### src/rtl/plic_pkg.sv
// Shared address map and types for the platform-level interrupt controller.
package plic_pkg;

    localparam logic [23:0] PLIC_PRIO_BASE = 24'h000000;
    localparam logic [23:0] PLIC_PEND      = 24'h001000;
    localparam logic [23:0] PLIC_EN        = 24'h002000;
    localparam logic [23:0] PLIC_THR       = 24'h200000;
    localparam logic [23:0] PLIC_CLAIM     = 24'h200004;

    localparam int PRIO_W = 3;
    localparam int ID_W   = 5;

    typedef logic [PRIO_W-1:0] prio_t;
    typedef logic [ID_W-1:0]   id_t;

endpackage

### src/rtl/plic_arbiter.sv
// Combinational selector: highest-priority candidate wins, ties go to the lowest ID.
module plic_arbiter
    import plic_pkg::*;
#(
    parameter int i_cnt = 1
) (
    input  prio_t [i_cnt:1] prio,
    input  logic  [i_cnt:1] candidate,
    output id_t             winner,
    output logic            valid
);

    prio_t best;

    // Upward scan with strict greater-than keeps the lowest ID on equal priority,
    // and a priority of 0 can never beat the initial best of 0.
    always_comb begin
        best   = '0;
        winner = '0;
        for (int k = 1; k <= i_cnt; k++) begin
            if (candidate[k] && (prio[k] > best)) begin
                best   = prio[k];
                winner = id_t'(k);
            end
        end
        valid = (winner != '0);
    end

endmodule

### src/rtl/plic_controller.sv
// PLIC top: register file, level gateway, claim/complete and acknowledge logic
// sitting on the core data bus.
module plic_controller
    import plic_pkg::*;
#(
    parameter int i_cnt = 1
) (
    input  logic             clk,
    input  logic             reset,
    input  logic             en_i,
    input  logic [3:0]       we_i,
    input  logic [23:0]      addr_i,
    input  logic [31:0]      data_i,
    output logic [31:0]      data_o,
    input  logic [i_cnt:1]   irq_i,
    input  logic             iack_i,
    output logic [i_cnt:1]   iack_o,
    output logic             irq_o
);

    prio_t [i_cnt:1] prio;
    logic  [i_cnt:1] enable;
    logic  [i_cnt:1] pending;
    logic  [i_cnt:1] in_service;
    prio_t           threshold;
    logic            iack_q;

    logic  [i_cnt:1] candidate;
    id_t             winner;
    logic            winner_valid;
    logic  [i_cnt:1] winner_onehot;

    logic            rd_en;
    logic            wr_en;
    logic  [23:0]    word_addr;
    logic  [9:0]     prio_idx;
    logic            prio_sel;
    logic            is_pend;
    logic            is_en;
    logic            is_thr;
    logic            is_claim;
    logic            claim;
    logic            complete;
    logic            iack_edge;
    logic  [i_cnt:1] claim_clr;
    logic  [i_cnt:1] complete_clr;
    logic  [i_cnt:1] enable_next;
    logic  [31:0]    rd_data;
    logic            unused_addr;

    assign unused_addr = ^addr_i[1:0];

    assign rd_en     = en_i && (we_i == 4'b0000);
    assign wr_en     = en_i && (we_i != 4'b0000);
    assign word_addr = {addr_i[23:2], 2'b00};
    assign prio_idx  = addr_i[11:2];
    assign prio_sel  = (addr_i[23:12] == PLIC_PRIO_BASE[23:12]);
    assign is_pend   = (word_addr == PLIC_PEND);
    assign is_en     = (word_addr == PLIC_EN);
    assign is_thr    = (word_addr == PLIC_THR);
    assign is_claim  = (word_addr == PLIC_CLAIM);

    assign claim     = rd_en && is_claim && winner_valid;
    assign complete  = wr_en && is_claim && (data_i != 32'd0) && (data_i <= 32'(i_cnt));
    assign iack_edge = iack_i && !iack_q;

    always_comb begin
        for (int k = 1; k <= i_cnt; k++) begin
            candidate[k]     = pending[k] && enable[k] && (prio[k] > threshold);
            winner_onehot[k] = (winner == id_t'(k));
            claim_clr[k]     = claim && winner_onehot[k];
            complete_clr[k]  = complete && (data_i == 32'(k));
            enable_next[k]   = we_i[k / 8] ? data_i[k] : enable[k];
        end
    end

    plic_arbiter #(
        .i_cnt     (i_cnt)
    ) u_arbiter (
        .prio      (prio),
        .candidate (candidate),
        .winner    (winner),
        .valid     (winner_valid)
    );

    // Read mux; a claim read returns the winner seen in the same cycle it is taken.
    always_comb begin
        rd_data = '0;
        if (prio_sel) begin
            for (int k = 1; k <= i_cnt; k++) begin
                if (prio_idx == 10'(k)) begin
                    rd_data = 32'(prio[k]);
                end
            end
        end else if (is_pend) begin
            rd_data = 32'({pending, 1'b0});
        end else if (is_en) begin
            rd_data = 32'({enable, 1'b0});
        end else if (is_thr) begin
            rd_data = 32'(threshold);
        end else if (is_claim) begin
            rd_data = 32'(winner);
        end
    end

    // Gateway uses the pre-edge in_service, so a source completed this cycle
    // only re-pends on the following edge; a claim always beats a new request.
    always_ff @(posedge clk) begin
        if (reset) begin
            prio       <= '0;
            enable     <= '0;
            pending    <= '0;
            in_service <= '0;
            threshold  <= '0;
            iack_q     <= 1'b0;
            data_o     <= '0;
            iack_o     <= '0;
            irq_o      <= 1'b0;
        end else begin
            iack_q     <= iack_i;
            irq_o      <= winner_valid;
            pending    <= (pending | (irq_i & ~in_service)) & ~claim_clr;
            in_service <= (in_service | claim_clr) & ~complete_clr;
            iack_o     <= (claim || iack_edge) ? winner_onehot : '0;
            if (rd_en) begin
                data_o <= rd_data;
            end
            if (wr_en && is_en) begin
                enable <= enable_next;
            end
            if (wr_en && is_thr && we_i[0]) begin
                threshold <= data_i[PRIO_W-1:0];
            end
            for (int k = 1; k <= i_cnt; k++) begin
                if (wr_en && prio_sel && (prio_idx == 10'(k)) && we_i[0]) begin
                    prio[k] <= data_i[PRIO_W-1:0];
                end
            end
        end
    end

endmodule

### config.mk
export PLATFORM = sky130hd
export DESIGN_NAME = plic_controller
export DESIGN_NICKNAME = d
export VERILOG_FILES = /design/src/rtl/plic_pkg.sv /design/src/rtl/plic_arbiter.sv /design/src/rtl/plic_controller.sv
export SDC_FILE = /design/constraint.sdc
export NUM_CORES = 1
export LEC_CHECK = 0
export CELL_PAD_IN_SITES_DETAIL_PLACEMENT = 0
export CELL_PAD_IN_SITES_GLOBAL_PLACEMENT = 1
export CORE_MARGIN = 3
export CORE_UTILIZATION = 23
export DETAILED_ROUTE_END_ITERATION = 10
export PLACE_DENSITY_LB_ADDON = 0.1
export SLEW_MARGIN = 15
export SYNTH_ARGS = -nofsm -noshare
export SYNTH_HDL_FRONTEND = slang
export SYNTH_HIERARCHICAL = 1
export SYNTH_SLANG_ARGS = --single-unit
export TNS_END_PERCENT = 5
### constraint.sdc
create_clock -name clk -period 2.6 [get_ports clk]
set_clock_uncertainty 0.05 [all_clocks]
set_input_delay 0.39 -clock clk [delete_from_list [all_inputs] [get_ports clk]]
set_output_delay 0.39 -clock clk [all_outputs]
set_load 0.01 [all_outputs]
Word level (Yosys, flattened, before mapping)

Cells that the tools add are included.

Flip-flop bits (word level): 44
Input port bits: 65
Output and inout bits: 34
Word-level logic and storage cells: 63

Magnitude comparators: 3
Equal/unequal tests: 7
Mux-type cells: 7
Bitwise gates (word level): 9
Reductions and logical operators: 28

Operators with widths:

| operator               | number |
|---|---|
| $eq A22 B20 Y1 const B | 2 |
| $eq A32 B1 Y1 const B  | 1 |
| $le A32 B1 Y1 const B  | 1 |
| $mux W32               | 1 |
| $reduce_bool A32 Y1    | 1 |
| $eq A22 B11 Y1 const B | 1 |
| $eq A22 B12 Y1 const B | 1 |
| $mux W5                | 4 |
| $logic_and A1 B1 Y1    | 19 |
| $logic_not A12 Y1      | 1 |
| $eq A10 B1 Y1 const B  | 1 |
| $eq A5 B1 Y1 const B   | 1 |
| $reduce_bool A5 Y1     | 1 |
| $logic_not A4 Y1       | 1 |
| $not A1 Y1             | 4 |
| $reduce_bool A4 Y1     | 1 |
| $and A1 B1 Y1          | 3 |
| $gt A3 B1 Y1 const B   | 1 |
| $gt A3 B3 Y1           | 1 |
| $mux W3                | 1 |
| $or A1 B1 Y1           | 2 |
| $reduce_and A2 Y1      | 1 |
| $reduce_or A2 Y1       | 1 |
| $logic_not A1 Y1       | 1 |
| other kinds (2)        | 2 |

Depth between registers and ports, before layout

Depth after elaboration: 9
Mapped depth: 13
Mapped depth without buffers: 12

Cells and area by module

The synthesis kept the hierarchy.

By module, submodules not included:

| module          | times used | cells each | area each (um^2) | seq. area each (um^2) |
|---|---|---|---|---|
| plic_controller | 1          | 153        | 1,311.3          | 340.3 |
| plic_arbiter    | 1          | 7          | 50.0             | 0.0 |

Worst setup path after synthesis

No wires, ideal clock.

Kind: register to register
From: reg threshold[1]
To: reg in_service
Library setup time: 86 ps
Data arrival time: 2,067 ps
Required time: 2,464 ps
Slack: 397 ps
Stages on the path, launching flop included: 13
Path buffers: 1
Period minus slack after synthesis: 2,203 ps
Cell sequence: dfxtp_1 -> inv_1 -> ha_1 -> a21o_1 -> a21oi_1 -> a311oi_1 -> o31a_1 -> buf_4 -> nand2b_1 -> nor4_1 -> and2_1 -> nand4_4 -> a221oi_2

Word-level cells in the longest chain between the ends: 9
Elaborated cells on any way between the ends: 10
Those cells by class: order compare (1); eq/ne (1); mux (1); bitwise (2); reduce/logical (5)

RTL lines:

| item                   | RTL line               | source |
|---|---|---|
| start, declared        | plic_controller.sv:25  | `prio_t threshold;` |
| start signal, assigned | plic_controller.sv:132 | `threshold <= data_i[PRIO_W-1:0];` |
| $gt A3 B3 Y1           | plic_controller.sv:69  | `candidate[k] = pending[k] && enable[k] && (prio[k] > threshold);` |
| $logic_and A1 B1 Y1    | plic_controller.sv:69  |  |
| via candidate          | plic_controller.sv:28  | `logic [i_cnt:1] candidate;` |
| $logic_and A1 B1 Y1    | plic_arbiter.sv:21     | `if (candidate[k] && (prio[k] > best)) begin` |
| $mux W1                | plic_arbiter.sv:21     |  |
| $reduce_bool A5 Y1     | plic_arbiter.sv:26     | `valid = (winner != '0);` |
| via winner_valid       | plic_controller.sv:30  | `logic winner_valid;` |
| $logic_and A1 B1 Y1    | plic_controller.sv:63  | `assign claim = rd_en && is_claim && winner_valid;` |
| $logic_and A1 B1 Y1    | plic_controller.sv:71  | `claim_clr[k] = claim && winner_onehot[k];` |
| $or A1 B1 Y1           | plic_controller.sv:123 | `in_service <= (in_service \| claim_clr) & ~complete_clr;` |
| $and A1 B1 Y1          | plic_controller.sv:123 |  |
| end signal, assigned   | plic_controller.sv:123 |  |
| end, declared          | plic_controller.sv:24  | `logic [i_cnt:1] in_service;` |

The timed path passes the listed nets, and every way through them passes these cells.
A chain may end at the register's enable or synchronous reset.

Worst setup path in the final report

Ends and elaborated chain as after synthesis.

==> impl_metrics.json <==
{
  "antenna_found_initial": 0,
  "yosys-top-cells-area": "dfxtp_1 25%, buf_4 19%, mux2i_1 7.4%",
  "dpl.cell_count": 296,
  "crit_path_start": "threshold[1]",
  "synth_top_area_share_pct": 25.0,
  "ff2ff_setup_slack_ps": 270,
  "arrival_ps": 2450,
  "crit_fanout": 3,
  "final_nets": 297,
  "dieArea_sq_um": 6880,
  "synthCells": 160,
  "avgSynthCellArea_sq_um": 8.51,
  "portBuffers": 69,
  "crit_buf_inv": 1,
  "cts_buffers": 3,
  "cp-start-kind": "flip-flop",
  "layout_commonest_cell": "clkdlybuf4s50_1",
  "post-route-drc-count": 0,
  "ant_nets": 0,
  "maxSlewViolCount": 0,
  "reg2reg_to": "in_service",
  "firstDrtPassIters": 5,
  "total_leakage_power_nw": 0.812,
  "slowest_stage": "dfxtp_1",
  "finalSetupViolations": 0,
  "grt_pass1_wl_um": 6170,
  "clkLatencyLatePin_ps": 250,
  "cap_viol_max_count": 0,
  "viasPerCell": 4.45,
  "grt_max_degree": 12,
  "place_ws_ps": 43.4,
  "syn2layout_area_growth_pct": 50.3,
  "place_congestion": 0.760,
  "hold_start": "data_o[3]",
  "rows": 27,
  "hold_end": "data_o[3]",
  "clkTransAtPathRegs_ps": 70,
  "criticalPathCategory": "reg -> reg",
  "ctsRootBufferMaster": "clkbuf_8",
  "core_sq_um": 5610,
  "initial_core_util_pct": 24.3,
  "yosys_warnings": 6,
  "ys_seq_area_share_pct": 25.0,
  "final_cell_mix": "69 x clkdlybuf4s50_1, 31 x conb_1, 17 x dfxtp_1, 12 x nor2_1, 10 x mux2i_1",
  "final_core_util_pct": 36.5,
  "worst_ir_drop_vdd_uv": 141,
  "dp.final_hpwl_um": 3230,
  "min_path_cells": 2,
  "ctsHoldBuffers": 0,
  "cts.sinks": 17,
  "via_count": 1336,
  "die_width_um": 82.9,
  "drt-initial-drc-count": 58,
  "powerDensity_nw_per_um2": 300,
  "diodes": 0,
  "htreeDepth": 1,
  "fin_crit_sh_pct": 89.6,
  "overflow": 0,
  "post_cts_buffers": 0,
  "synthDistinctLibCells": 43,
  "fp.dieH_um": 82.9,
  "cp-end-kind": "flip-flop",
  "grt_pass1_vias": 1332,
  "synth_seq_cells": 17,
  "crit_family": "compound AO/OA/AOI/OAI gates",
  "path_cells": "inv_1 > ha_1 > a21o_1 > a21oi_1 > a311oi_1 > o31a_1 > nand2b_1 > nor4_2 > and2_1 > nand4_4 > a221oi_2",
  "hp-class": "reg -> reg",
  "yosysTopAreaCell": "dfxtp_1",
  "grt.total_usage_pct": 10.8,
  "drive_gt1_share_pct": 7.46,
  "stdcell_count": 300,
  "wire_per_inst_um": 12.6,
  "cts_tree": "yes",
  "max_clock_freq_mhz": 429,
  "slowest_delay_ps": 370,
  "outcome": "complete, no violations",
  "reg2regPathDepth": 11,
  "min_period_ps": 2330,
  "syn_area_sq_um": 1360,
  "io_pins": 99,
  "rsz0062_at_grt": "no",
  "r2r_start": "threshold[1]",
  "required_ps": 2720,
  "hold_slack_ps": 399,
  "cts_resized": 0,
  "hold_violations": 0,
  "finalWorstSetupSlack_ps": 270,
  "setup-tns-final_ps": 0,
  "ctsLongestPathBuffers": 2,
  "totalWireLength_um": 3790
}
[cell families after synthesis]
group | share of synthesized area [%]
other | 0.552
AOI/OAI and AO/OA | 9.19
DFF | 25.0
and+or+nand+nor | 32.4
adders and majority gates | 2.76
muxes | 7.35
buffers and inverters | 22.7
[per-stage QoR]
step                      power (mW)  instance area (sq um)
final                          0.613                   2050
after global placement         0.422                   1990
after floorplan                0.353                   1470
after detailed placement       0.424                   1990
after global routing           0.650                   2050
after CTS                      0.620                   2040
[cell type report]
cell class / instances / area [sq um]
clock buffer: 4 / 45.0
fill: 603 / 3560
inverter: 6 / 22.5
multi-input combinational: 128 / 827
sequential: 17 / 340
tap: 72 / 90.1
timing repair buffer: 73 / 721
[registers in the layout (all words and copies together), names as in the netlist]
register,count
data_o,5
prio,3
threshold,3
enable,1
iack_o,1
iack_q,1
in_service,1
irq_o,1
pending,1
[synth_stat cells]
cell      instances
buf_4            34
nand3_1           2
and4_1            1
or4_4             2
nor4_4            1
nand2_1           7
buf_6             2
ha_1              3
a21o_1            1
nor3_1            3
or3_1             2
and3_2            1
nor4_1           10
a21o_2            1
nor3_4            1
nand4_1           9
or2b_1            1
dfxtp_1          17
a211o_1           1
nand3b_1          2
a32oi_1           1
and3_1            1
and2_1            3
mux2i_1          10
nand3_2           1
o21ai_0           1
nand4_4           1
nand2b_1          1
a21oi_1           5
inv_1             6
conb_1            2
o31a_1            1
nor3b_1           3
a221oi_2          1
buf_2             1
nor2b_1           2
nor2_1           12
o311ai_0          1
or4_1             1
clkbuf_1          1
o211a_1           2
nor4bb_1          1
a311oi_1          1
[power by group]
part	internal (mW)	total (mW)	switching, mW
clock	0.109	0.194	0.0859
combinational	0.0965	0.154	0.0572
sequential	0.263	0.265	0.00171
total	0.468	0.613	0.145
[worst min-delay path, stage by stage (launching register included)]
cell and delay (ps):
dfxtp_1 310, nand2_1 50, a21oi_1 50
[layer usage]
layer	share of wire [%]	track usage [%]	vias to the layer above	wire length, um
li1	-	-	654	-
met1	42	13.3	595	1590
met2	47	18.7	85	1780
met3	10	2.68	2	377
met4	0.82	3.12	0	31
met5	0	0	-	0
[worst max path at each step]
stage                 end  slack, ps  cells after the start
6_report       in_service        270                     11
5_1_grt        in_service         50                     11
4_1_cts        in_service        140                     11
3_5_place_dp      prio[0]         40                      6
3_3_place_gp      prio[2]         70                      6
2_1_floorplan  in_service        400                     12
Power figures use the tool's default switching activity.
